[src/rtl/fp_addsub_result_stage_if.sv]
// Handshake bundle between the FP add/sub unit, the result stage and its consumer.
// The result stage connects through the slave modport; the driver side
// (adder plus consumer) uses the master modport.
interface fp_addsub_result_stage_if #(
  parameter int CNT_W = 8
);
  // producer side
  logic             in_valid;
  logic             in_ready;
  logic [31:0]      in_result;
  logic             in_vout;
  logic [2:0]       in_opcode;
  // consumer side
  logic             out_valid;
  logic             out_ready;
  logic [31:0]      out_result;
  logic             out_vout;
  logic [2:0]       out_opcode;
  logic [2:0]       out_class;
  // status / debug
  logic             sticky_exc;
  logic             clr_sticky;
  logic [CNT_W-1:0] ovf_count;

  modport slave (
    input  in_valid, in_result, in_vout, in_opcode, out_ready, clr_sticky,
    output in_ready, out_valid, out_result, out_vout, out_opcode, out_class,
           sticky_exc, ovf_count
  );

  modport master (
    output in_valid, in_result, in_vout, in_opcode, out_ready, clr_sticky,
    input  in_ready, out_valid, out_result, out_vout, out_opcode, out_class,
           sticky_exc, ovf_count
  );
endinterface

[src/rtl/fp_addsub_result_stage.sv]
// Registered result stage behind the combinational FP add/sub unit.
// Classifies each accepted result, buffers it in a first-word-fall-through
// FIFO and keeps a sticky exception flag plus a saturating overflow counter.
// Optional build macro FP_RES_FLUSH_DENORM_EN: flush denormal results to
// signed zero at push and flag them as exceptions.
module fp_addsub_result_stage #(
  parameter int DEPTH = 4,
  parameter int CNT_W = 8
) (
  input logic clk,
  input logic rst_n,
  fp_addsub_result_stage_if.slave bus
);

  localparam int PTR_W = (DEPTH > 1) ? $clog2(DEPTH) : 1;
  localparam logic [PTR_W:0]   FULL_COUNT = (PTR_W + 1)'(DEPTH);
  localparam logic [CNT_W-1:0] OVF_MAX    = '1;

  localparam logic [2:0] CLS_ZERO   = 3'd0;
  localparam logic [2:0] CLS_DENORM = 3'd1;
  localparam logic [2:0] CLS_NORMAL = 3'd2;
  localparam logic [2:0] CLS_INF    = 3'd3;
  localparam logic [2:0] CLS_NAN    = 3'd4;

  typedef struct packed {
    logic [31:0] result;
    logic        vout;
    logic [2:0]  opcode;
    logic [2:0]  cls;
  } entry_t;

  entry_t           entry_reg [DEPTH];
  logic [PTR_W-1:0] wr_ptr_reg;
  logic [PTR_W-1:0] rd_ptr_reg;
  logic [PTR_W:0]   count_reg;
  logic             sticky_reg;
  logic             sticky_next;
  logic [CNT_W-1:0] ovf_reg;
  logic [CNT_W-1:0] ovf_next;

  entry_t           entry_in;
  entry_t           head;
  logic             exc_in;
  logic             push;
  logic             pop;
  logic             not_empty;
  logic [7:0]       exp_in;
  logic [22:0]      man_in;

  assign not_empty = (count_reg != '0);
  // Acceptance looks at occupancy only, so a full FIFO refuses a push even
  // when the consumer pops in the same cycle.
  assign push      = bus.in_valid && (count_reg != FULL_COUNT);
  assign pop       = bus.out_ready && not_empty;

  assign exp_in = bus.in_result[30:23];
  assign man_in = bus.in_result[22:0];

  // Classify the incoming word and decide whether it raises the exception flag
  always_comb begin
    entry_in.result = bus.in_result;
    entry_in.vout   = bus.in_vout;
    entry_in.opcode = bus.in_opcode;
    entry_in.cls    = CLS_NORMAL;
    exc_in          = bus.in_vout;
    if (exp_in == 8'd0) begin
      if (man_in == '0) begin
        entry_in.cls = CLS_ZERO;
      end else begin
`ifdef FP_RES_FLUSH_DENORM_EN
        entry_in.result = {bus.in_result[31], 31'b0};
        entry_in.cls    = CLS_ZERO;
        exc_in          = 1'b1;
`else
        entry_in.cls    = CLS_DENORM;
`endif
      end
    end else if (exp_in == 8'hFF) begin
      entry_in.cls = (man_in == '0) ? CLS_INF : CLS_NAN;
      exc_in       = 1'b1;
    end
  end

  // Storage array: written at the tail, never reset (outputs are gated instead)
  always_ff @(posedge clk) begin
    if (push) begin
      entry_reg[wr_ptr_reg] <= entry_in;
    end
  end

  // Pointers and occupancy; pointers wrap naturally since DEPTH is a power of two
  always_ff @(posedge clk or negedge rst_n) begin
    if (!rst_n) begin
      wr_ptr_reg <= '0;
      rd_ptr_reg <= '0;
      count_reg  <= '0;
    end else begin
      if (push) wr_ptr_reg <= wr_ptr_reg + 1'b1;
      if (pop)  rd_ptr_reg <= rd_ptr_reg + 1'b1;
      if (push && !pop)      count_reg <= count_reg + 1'b1;
      else if (pop && !push) count_reg <= count_reg - 1'b1;
    end
  end

  // Sticky flag and overflow counter: a set in the same cycle as a clear wins
  always_comb begin
    sticky_next = sticky_reg;
    ovf_next    = ovf_reg;
    if (bus.clr_sticky) begin
      sticky_next = 1'b0;
      ovf_next    = '0;
    end
    if (push && exc_in) begin
      sticky_next = 1'b1;
    end
    if (push && bus.in_vout) begin
      if (bus.clr_sticky)        ovf_next = CNT_W'(1);
      else if (ovf_reg != OVF_MAX) ovf_next = ovf_reg + 1'b1;
    end
  end

  // Status registers
  always_ff @(posedge clk or negedge rst_n) begin
    if (!rst_n) begin
      sticky_reg <= 1'b0;
      ovf_reg    <= '0;
    end else begin
      sticky_reg <= sticky_next;
      ovf_reg    <= ovf_next;
    end
  end

  // Head entry falls through from the array; forced to zero while empty
  always_comb begin
    head = '0;
    if (not_empty) head = entry_reg[rd_ptr_reg];
  end

  assign bus.in_ready   = (count_reg != FULL_COUNT);
  assign bus.out_valid  = not_empty;
  assign bus.out_result = head.result;
  assign bus.out_vout   = head.vout;
  assign bus.out_opcode = head.opcode;
  assign bus.out_class  = head.cls;
  assign bus.sticky_exc = sticky_reg;
  assign bus.ovf_count  = ovf_reg;

endmodule

[src/flat_wrapper.sv]
// flat-port wrapper written by rule: the top's interface ports become plain ports
module fp_addsub_result_stage_flat 
#(
  parameter int DEPTH = 4,
  parameter int CNT_W = 8
)
  (clk, rst_n, bus_in_valid, bus_in_result, bus_in_vout, bus_in_opcode, bus_out_ready, bus_clr_sticky, bus_in_ready, bus_out_valid, bus_out_result, bus_out_vout, bus_out_opcode, bus_out_class, bus_sticky_exc, bus_ovf_count);
  fp_addsub_result_stage_if #(.CNT_W(CNT_W)) bus_i ();
  input logic clk;
  input logic rst_n;
  input wire logic [$bits(bus_i.in_valid)-1:0] bus_in_valid;
  input wire logic [$bits(bus_i.in_result)-1:0] bus_in_result;
  input wire logic [$bits(bus_i.in_vout)-1:0] bus_in_vout;
  input wire logic [$bits(bus_i.in_opcode)-1:0] bus_in_opcode;
  input wire logic [$bits(bus_i.out_ready)-1:0] bus_out_ready;
  input wire logic [$bits(bus_i.clr_sticky)-1:0] bus_clr_sticky;
  output wire logic [$bits(bus_i.in_ready)-1:0] bus_in_ready;
  output wire logic [$bits(bus_i.out_valid)-1:0] bus_out_valid;
  output wire logic [$bits(bus_i.out_result)-1:0] bus_out_result;
  output wire logic [$bits(bus_i.out_vout)-1:0] bus_out_vout;
  output wire logic [$bits(bus_i.out_opcode)-1:0] bus_out_opcode;
  output wire logic [$bits(bus_i.out_class)-1:0] bus_out_class;
  output wire logic [$bits(bus_i.sticky_exc)-1:0] bus_sticky_exc;
  output wire logic [$bits(bus_i.ovf_count)-1:0] bus_ovf_count;
  assign bus_i.in_valid = bus_in_valid;
  assign bus_i.in_result = bus_in_result;
  assign bus_i.in_vout = bus_in_vout;
  assign bus_i.in_opcode = bus_in_opcode;
  assign bus_i.out_ready = bus_out_ready;
  assign bus_i.clr_sticky = bus_clr_sticky;
  assign bus_in_ready = bus_i.in_ready;
  assign bus_out_valid = bus_i.out_valid;
  assign bus_out_result = bus_i.out_result;
  assign bus_out_vout = bus_i.out_vout;
  assign bus_out_opcode = bus_i.out_opcode;
  assign bus_out_class = bus_i.out_class;
  assign bus_sticky_exc = bus_i.sticky_exc;
  assign bus_ovf_count = bus_i.ovf_count;
  fp_addsub_result_stage #(.DEPTH(DEPTH), .CNT_W(CNT_W)) u_core (.clk(clk), .rst_n(rst_n), .bus(bus_i));
endmodule
[config.mk]
export PLATFORM = sky130hd
export DESIGN_NAME = fp_addsub_result_stage_flat
export DESIGN_NICKNAME = d
export VERILOG_FILES = /design/src/rtl/fp_addsub_result_stage_if.sv /design/src/rtl/fp_addsub_result_stage.sv /design/src/flat_wrapper.sv
export SDC_FILE = /design/constraint.sdc
export NUM_CORES = 1
export LEC_CHECK = 0
export CORE_MARGIN = 2
export CORE_UTILIZATION = 28
export CTS_BUF_LIST = sky130_fd_sc_hd__clkbuf_4
export CTS_CLUSTER_DIAMETER = 60
export DETAILED_ROUTE_END_ITERATION = 16
export PLACE_DENSITY = 0.54
export RECOVER_POWER = 100
export SLEW_MARGIN = 20
export SYNTH_ARGS = -nofsm -noshare
export SYNTH_HDL_FRONTEND = slang
export SYNTH_SLANG_ARGS = --single-unit
export TNS_END_PERCENT = 50
[constraint.sdc]
create_clock -name clk -period 3.1 [get_ports clk]
set_input_delay 0.465 -clock clk [delete_from_list [all_inputs] [get_ports clk]]
set_output_delay 0.465 -clock clk [all_outputs]
set_load 0.005 [all_outputs]
**Yosys cells after proc, flatten, opt, wreduce, memory -nomap -nowiden**

Memory sizes are Yosys's and may differ from the RTL's.
Index checks and enable logic that the tools add are counted.
Widths: inputs -> output; s select.

- Register bits after elaboration: 16
- Bits in latches: 0
- Bits in writable memories: 156
- Bits in read-only memories: 0
- Bits of input ports: 41
- Output and inout bits: 50
- Word-level logic and storage cells: 44
- Memories: 1

Memory list:

| memory | words | bits a word | read ports | clocked after memory_dff | write ports | RTL line | source |
|---|---|---|---|---|---|---|---|
| u_core.entry_reg | 4 | 39 | 1 | 0 | 1 | fp_addsub_result_stage.sv:32 | `entry_t entry_reg [DEPTH];` |

- Add/sub/neg operators: 5
- Multiply operators: 0
- Div/mod/pow operators: 0
- Magnitude comparators: 0
- Equal/unequal tests: 3
- Shift-type cells: 0
- Multiplexer cells: 17
- Bitwise operators: 0
- Reductions and logical operators: 13

Operator list:

| operator | number |
|---|---|
| $mux 39 | 1 |
| $mux 8 | 4 |
| $logic_not 23->1 | 1 |
| $mux 3 | 5 |
| $add 8x1->8 const B | 1 |
| $eq 8x8->1 const B | 1 |
| $logic_not 8->1 | 1 |
| $ne 8x8->1 const B | 1 |
| $mux 1 | 7 |
| $logic_and 1x1->1 | 6 |
| $add 2x1->2 const B | 2 |
| $reduce_bool 2->1 | 2 |
| $add 3x1->3 const B | 1 |
| $ne 3x3->1 const B | 1 |
| $reduce_bool 3->1 | 1 |
| $sub 3x1->3 const B | 1 |
| $logic_not 1->1 | 2 |

**Logic depth before layout (Yosys ltp)**

Gate-level depths: netlist of the first run.

- Depth after elaboration: 6
- Gate-level depth with buffers: 10
- Mapped depth without buffers: 8

**Least setup slack after synthesis of the first run**

OpenSTA, ideal clock, no wires.

- Path kind: reg-to-reg
- Start: register u_core.count_reg[1]
- End: register u_core.count_reg[1]
- Library setup time: 0.125 ns
- Arrival time: 2.126 ns
- Slack: 0.850 ns
- Cell stages (with the launch flop): 9
- Buffers on the path: 2
- Clock period less this slack: 2.250 ns
- Path through: dfrtp_1 or3b_4 buf_6 and2_4 buf_6 ha_1 inv_1 fa_1 mux2_2

- Longest elaborated chain between the ends: 5
- Elaborated cells on any way between the ends: 13

Ends and longest elaborated chain:

| element | RTL line | source |
|---|---|---|
| start: declaration | fp_addsub_result_stage.sv:35 | `logic [PTR_W:0] count_reg;` |
| start signal: assignment | fp_addsub_result_stage.sv:100 | `if (push && !pop) count_reg <= count_reg + 1'b1;` |
| start signal: assignment | fp_addsub_result_stage.sv:101 | `else if (pop && !push) count_reg <= count_reg - 1'b1;` |
| $ne 3x3->1 * | n/a |  |
| via bus_in_ready | flat_wrapper.sv:17 | `output wire logic [$bits(bus_i.in_ready)-1:0] bus_in_ready;` |
| $logic_and 1x1->1 * | fp_addsub_result_stage.sv:53 | `assign push = bus.in_valid && (count_reg != FULL_COUNT);` |
| via u_core.push | fp_addsub_result_stage.sv:44 | `logic push;` |
| $logic_not 1->1 | fp_addsub_result_stage.sv:101 |  |
| $logic_and 1x1->1 | fp_addsub_result_stage.sv:101 |  |
| $reduce_bool 2->1 (no line) | n/a |  |

Mark *: on every way through the listed nets, which the timed path passes. The rest lies on a longest branch. The select of a mux whose other input is x is not followed.
A chain may end at the register's enable or synchronous reset.

**Worst setup path in the final report of the first run**

- Start: register u_core.rd_ptr_reg[0]
- End: output port bus_out_result[23]

- Longest elaborated chain between the ends: 2

Ends and longest elaborated chain:

| element | RTL line | source |
|---|---|---|
| start: declaration | fp_addsub_result_stage.sv:34 | `logic [PTR_W-1:0] rd_ptr_reg;` |
| start signal: assignment | fp_addsub_result_stage.sv:99 | `if (pop) rd_ptr_reg <= rd_ptr_reg + 1'b1;` |
| $mem_v2 4x39 | n/a |  |
| $mux 39 | fp_addsub_result_stage.sv:136 | `if (not_empty) head = entry_reg[rd_ptr_reg];` |
| end: declaration | flat_wrapper.sv:19 | `output wire logic [$bits(bus_i.out_result)-1:0] bus_out_result;` |

Every way passes these cells.

==> impl_metrics.yaml, run 1 <==
floorplanning:
  row_count: 57
  core_um2: 24300
  dieHeight_um: 162
  dieArea_um2: 26100
  io_pins: 91
  initial_core_util: 0.286
  die_w_um: 162
global_routing:
  grt_max_degree: 40
  grt_usage: 0.117
  top_usage_layer: "met2"
  antenna_found_initial: 1
  grt_pass1_wl_um: 22700
  grtUsageMet3: 0.0360
  grt_use_met1: 0.145
  gr-total-overflow: 0
  grt_pass1_vias: 3909
  use_met2: 0.198
layout:
  final_cell_mix: "edfxtp_1, dlygate4sd3_1, mux4_2, and2_1, clkdlybuf4s50_1"
  largest_reg_flops: 156
  layout-area-overhead-vs-synth_pct: 23.8
  drive_gt1_frac: 0.210
  nNetsFinal: 516
  antenna_cells: 0
  mostFrequentLayoutCell: "edfxtp_1"
placement:
  gp_congestion: 0.786
  portBuffers: 90
  pre_cts_ws_ns: 0.455
  dp.final_hpwl_um: 9240
synth:
  async_flop_share: 0.0930
  netlist_area_um2: 6950
  synth_edf_count: 156
  synthCells: 359
  synth.net_count: 407
  synth_warnings: 0
  ys_types: 42
  syn_area_per_cell_um2: 19.4
  synth_flop_cell: "edfxtp_1"
  synth_seq_cells: 172
  yosysSeqAreaShare: 0.732
routing:
  vias_per_cell: 4.48
  wl_um: 14700
  dr.pass1.iters: 4
  drt_iter0_drc: 151
  via_count: 3608
  drc: 0
  wl_per_cell_um: 18.3
  ant_nets: 0
cts:
  htreeDepth: 4
  tritoncts: "done"
  clkTransAtPathRegs_ns: 0.16
  cts_buffer_depth: 2
  cts_hold_buf: 0
  clock_sinks: 172
  clk_latency_ns: 0.57
  cts_buffers: 17
  cts_root_buffer: "clkbuf_4"
power:
  power_frac_seq: 0.442
  switching_share: 0.307
  p_comb_frac: 0.390
  p_leak_nw: 2.88
  peakVddDrop_v: 0.000281
  p_total_mw: 7.30
  p_int_mw: 5.06
  p_switching_mw: 2.24
  p_per_area_nw_per_um2: 849
  p_clk_frac: 0.168
worst_setup_path:
  critical_path_required_ns: 2.63
  critical_path_arrival_ns: 2.49
  critPathKind: "reg -> out"
  start_kind: "flop"
  endpoint_kind: "output port"
  crit_fanout: 10
sta:
  rsz0062_at_grt: "true"
  finalCritPeriodShare: 0.955
  final_hold_viol_count: 0
  setup_viol: 0
  finalWorstSetupSlack_ns: 0.140
  final-max-slew-violation-count: 0
  slew-limit-headroom: 0.137
  skew_ns: 0.0254
  tightest_slew_ns: 1.29
  min_period_ns: 2.96
  max_freq_mhz: 338
  hold_slack_ns: 0.379
min_path:
  hold_path_class: "in -> async"
job:
  maxCapViolCount: 0
status:
  outcome: "complete, no violations"
per-stage QoR:
step                 util  area [um2]  instances  TNS [ns]
global route        0.354        8600        805    -0.166
CTS                 0.355        8630        802         0
floorplan               -        6950        359         0
finish              0.354        8600        805         0
global placement    0.342        8310        766         0
detailed placement  0.342        8310        766         0
layout make-up:
| cell class | count | area, um2 |
|---|---|---|
| multi-input cells | 164 | 1730 |
| flip-flops and latches | 172 | 5090 |
| fillers | 2293 | 15700 |
| inverters | 6 | 22.5 |
| clock buffers | 17 | 128 |
| repair buffers | 107 | 1070 |
| clock inverters | 15 | 150 |
| well taps | 324 | 405 |
power by group through the flow:
stage | clock, mW | sequential [mW] | combinational [mW]
global route | 1.37 | 3.28 | 3.09
floorplan | 0 | 3.17 | 1.56
finish | 1.23 | 3.23 | 2.85
detailed placement | 0 | 3.34 | 2.86
global placement | 0 | 3.30 | 2.85
CTS | 1.28 | 3.23 | 2.99
layer usage:
metal | vias to the layer above | wire length [um]
li1 | 1646 | -
met1 | 1860 | 6380
met2 | 85 | 7510
met3 | 15 | 630
met4 | 2 | 163
met5 | - | 13
worst max-delay path, cell delays in order (launching register included):
cell             delay, ns
dfrtp_4               0.58
buf_4                 0.22
mux4_2                0.50
and2_1                0.18
clkdlybuf4s50_1       0.44
cells by family after synthesis:
kind of cell	Yosys count	share of synthesized area
simple gates	91	0.0798
flops	172	0.732
buf+inv	23	0.0168
compound gates	16	0.0151
xor+xnor	6	0.00865
fa+ha+maj	7	0.0137
mux	44	0.134
cells in the mapped netlist (all sizes together) (5+ instances only):
cell    count  area (um2)
buf        10        67.6
a21oi       6        33.8
and2       41         262
clkbuf      7        26.3
nand2       7        33.8
ha          6        75.1
nand4       6        43.8
edfxtp    156        4680
nand3       5        25.0
mux4       39         878
inv         6        22.5
nor4        7        43.8
o21ai       5        32.5
and3        6        37.5
nor2        8        30.0
dfrtp      16         400
path summary, 6_finish.rpt:
kind | startpoint | end | slack [ns] | cells after the start
setup / recovery | u_core.rd_ptr_reg[0] | bus_out_result[23] | 0.14 | 4
hold / removal | rst_n | u_core.bus.ovf_count[3] | 0.38 | 1
setup reg to reg | u_core.count_reg[2] | u_core.entry_reg[2][6] | 0.39 | 3
hold reg to reg | u_core.count_reg[2] | u_core.count_reg[2] | 0.52 | 1
max in group asynchronous | rst_n | u_core.rd_ptr_reg[0] | 2.17 | 1
min in group clk | bus_out_ready | u_core.rd_ptr_reg[1] | 0.49 | 3
what timing repair did:
action / CTS / global route
endpoints found under the hold margin: 0 / 0
endpoints found under the setup margin: 39 / 32
setup buffers: 4 / 3
resized for setup: 2 / 7
Power figures use the tool's default switching activity.
==> run 2: changes to the inputs <==
- ABC_CLOCK_PERIOD_IN_PS: not set -> 3100
- SETUP_SLACK_MARGIN: not set -> 0.3
==> impl_metrics.yaml, run 2 (synthesis gave the netlist of run 1 again) <==
status:
  outcome: "complete, no violations"
sta:
  tns_ns: 0
  final-max-slew-violation-count: 0
  hold_slack_ns: 0.380
  slew-limit-headroom: 0.135
  tightest_slew_ns: 1.30
  final_hold_viol_count: 0
  finalCritPeriodShare: 0.929
  rsz0062_at_grt: "true"
  setup_viol: 0
  max_freq_mhz: 347
  min_period_ns: 2.88
  skew_ns: 0.0284
worst_setup_path:
  critical_path_required_ns: 2.63
  critPathKind: "reg -> out"
  cp_slowest_cell: "mux4_2"
  max_stage_delay_ns: 0.50
  critical_path_arrival_ns: 2.42
  endpoint_kind: "output port"
  start_kind: "flop"
  r2r_slack_ns: 0.41
  cp_cell_sequence: "buf_12, buf_8, clkbuf_2, mux4_2, and2_1, dlygate4sd2_1"
  crit_fanout: 5
  path_delay_family: "buffers and inverters"
  crit_buf_inv: 4
cts:
  htreeDepth: 4
  cts_buffer_depth: 2
  clock_sinks: 172
  clkTransAtPathRegs_ns: 0.17
  cts_root_buffer: "clkbuf_4"
  clk_latency_ns: 0.58
  cts_buffers: 17
  cts_hold_buf: 0
  tritoncts: "done"
floorplanning:
  die_w_um: 162
  dieHeight_um: 162
  initial_core_util: 0.286
  core_um2: 24300
  io_pins: 91
  dieArea_um2: 26100
  row_count: 57
min_path:
  hold_path_class: "in -> async"
routing:
  drc: 0
  drt_iter0_drc: 152
  wl_um: 15400
  vias_per_cell: 4.50
  ant_nets: 0
  via_count: 3720
  dr.pass1.iters: 4
  wl_per_cell_um: 18.6
layout:
  nNetsFinal: 536
  final_cell_mix: "edfxtp_1, dlygate4sd3_1, mux4_2"
  drive_gt1_frac: 0.253
  largest_reg_flops: 156
  mostFrequentLayoutCell: "edfxtp_1"
  layout-area-overhead-vs-synth_pct: 26.3
job:
  maxCapViolCount: 0
placement:
  gp_congestion: 0.786
  portBuffers: 90
  dp.final_hpwl_um: 9240
global_routing:
  grt_pass1_wl_um: 23300
  grt_max_degree: 40
  grt_pass1_vias: 4016
  antenna_found_initial: 1
  grt_usage: 0.121
  gr-total-overflow: 0
power:
  p_total_mw: 7.44
  peakVddDrop_v: 0.000289
  p_per_area_nw_per_um2: 848
  p_leak_nw: 3.09
[run 2: changes by cell type in the layout (fill, tap and decap cells not counted), sizes merged]
cell,before,now
clkdlybuf4s50,36,4
buf,12,30
dlygate4sd2,1,17
clkbuf,22,32
dlymetal6s4s,0,4
clkdlybuf4s25,0,3
bufbuf,0,1
diode,0,1
dlygate4sd3,48,47
dlymetal6s2s,5,6
[run 2: repair_timing]
item,CTS,global route
gates cloned,1,1
pin swaps,3,0
gates resized for setup,59,25
setup endpoints to repair,39,36
setup buffers,17,8
[run 2: stage by stage]
step / instance area, um2 / util / worst slack [ns] / instances
3_5_place_dp: 8310 / 0.342 / 0.455 / 766
4_1_cts: 8780 / 0.361 / 0.113 / 816
2_1_floorplan: 6950 / - / 0.850 / 359
5_1_grt: 8770 / 0.361 / 0.0767 / 825
6_report: 8770 / 0.361 / 0.219 / 826
3_3_place_gp: 8310 / 0.342 / 0.468 / 766
[run 2: per-layer routing]
layer	wire [um]	GRT usage
met5	13	0
met4	153	0.0361
met3	647	0.0360
met2	7810	0.206
met1	6740	0.149
[run 2: where the power goes]
part           switching (mW)  leakage, nW  internal, mW
Sequential              0.148         1.64          3.04
Clock                   0.871        0.141         0.360
Combinational            1.32         1.31          1.70
Total                    2.34         3.09          5.10
[run 2: worst paths after layout]
path | endpoint | start | cells after the start
min | u_core.bus.ovf_count[3] | rst_n | 1
max | bus_out_result[27] | u_core.rd_ptr_reg[0] | 6
min in group clk | u_core.rd_ptr_reg[1] | bus_out_ready | 3
max reg2reg | u_core.entry_reg[2][3] | u_core.count_reg[2] | 3
max in group asynchronous | u_core.rd_ptr_reg[0] | rst_n | 1
min reg2reg | u_core.count_reg[2] | u_core.count_reg[2] | 1
[run 2: area by class of cell]
cell class / instances / area, um2
Tap cell: 324 / 405
Inverter: 6 / 22.5
Antenna cell: 1 / 2.50
Clock inverter: 15 / 150
Timing Repair Buffer: 127 / 1240
Clock buffer: 17 / 128
Fill cell: 2285 / 15500
Sequential cell: 172 / 5090
Multi-Input combinational cell: 164 / 1730
[run 2: worst register-to-register path: stages (launching register included)]
cell and delay [ns]:
dfrtp_1 0.44, or3b_1 0.39, and3_1 0.67, clkbuf_2 0.80
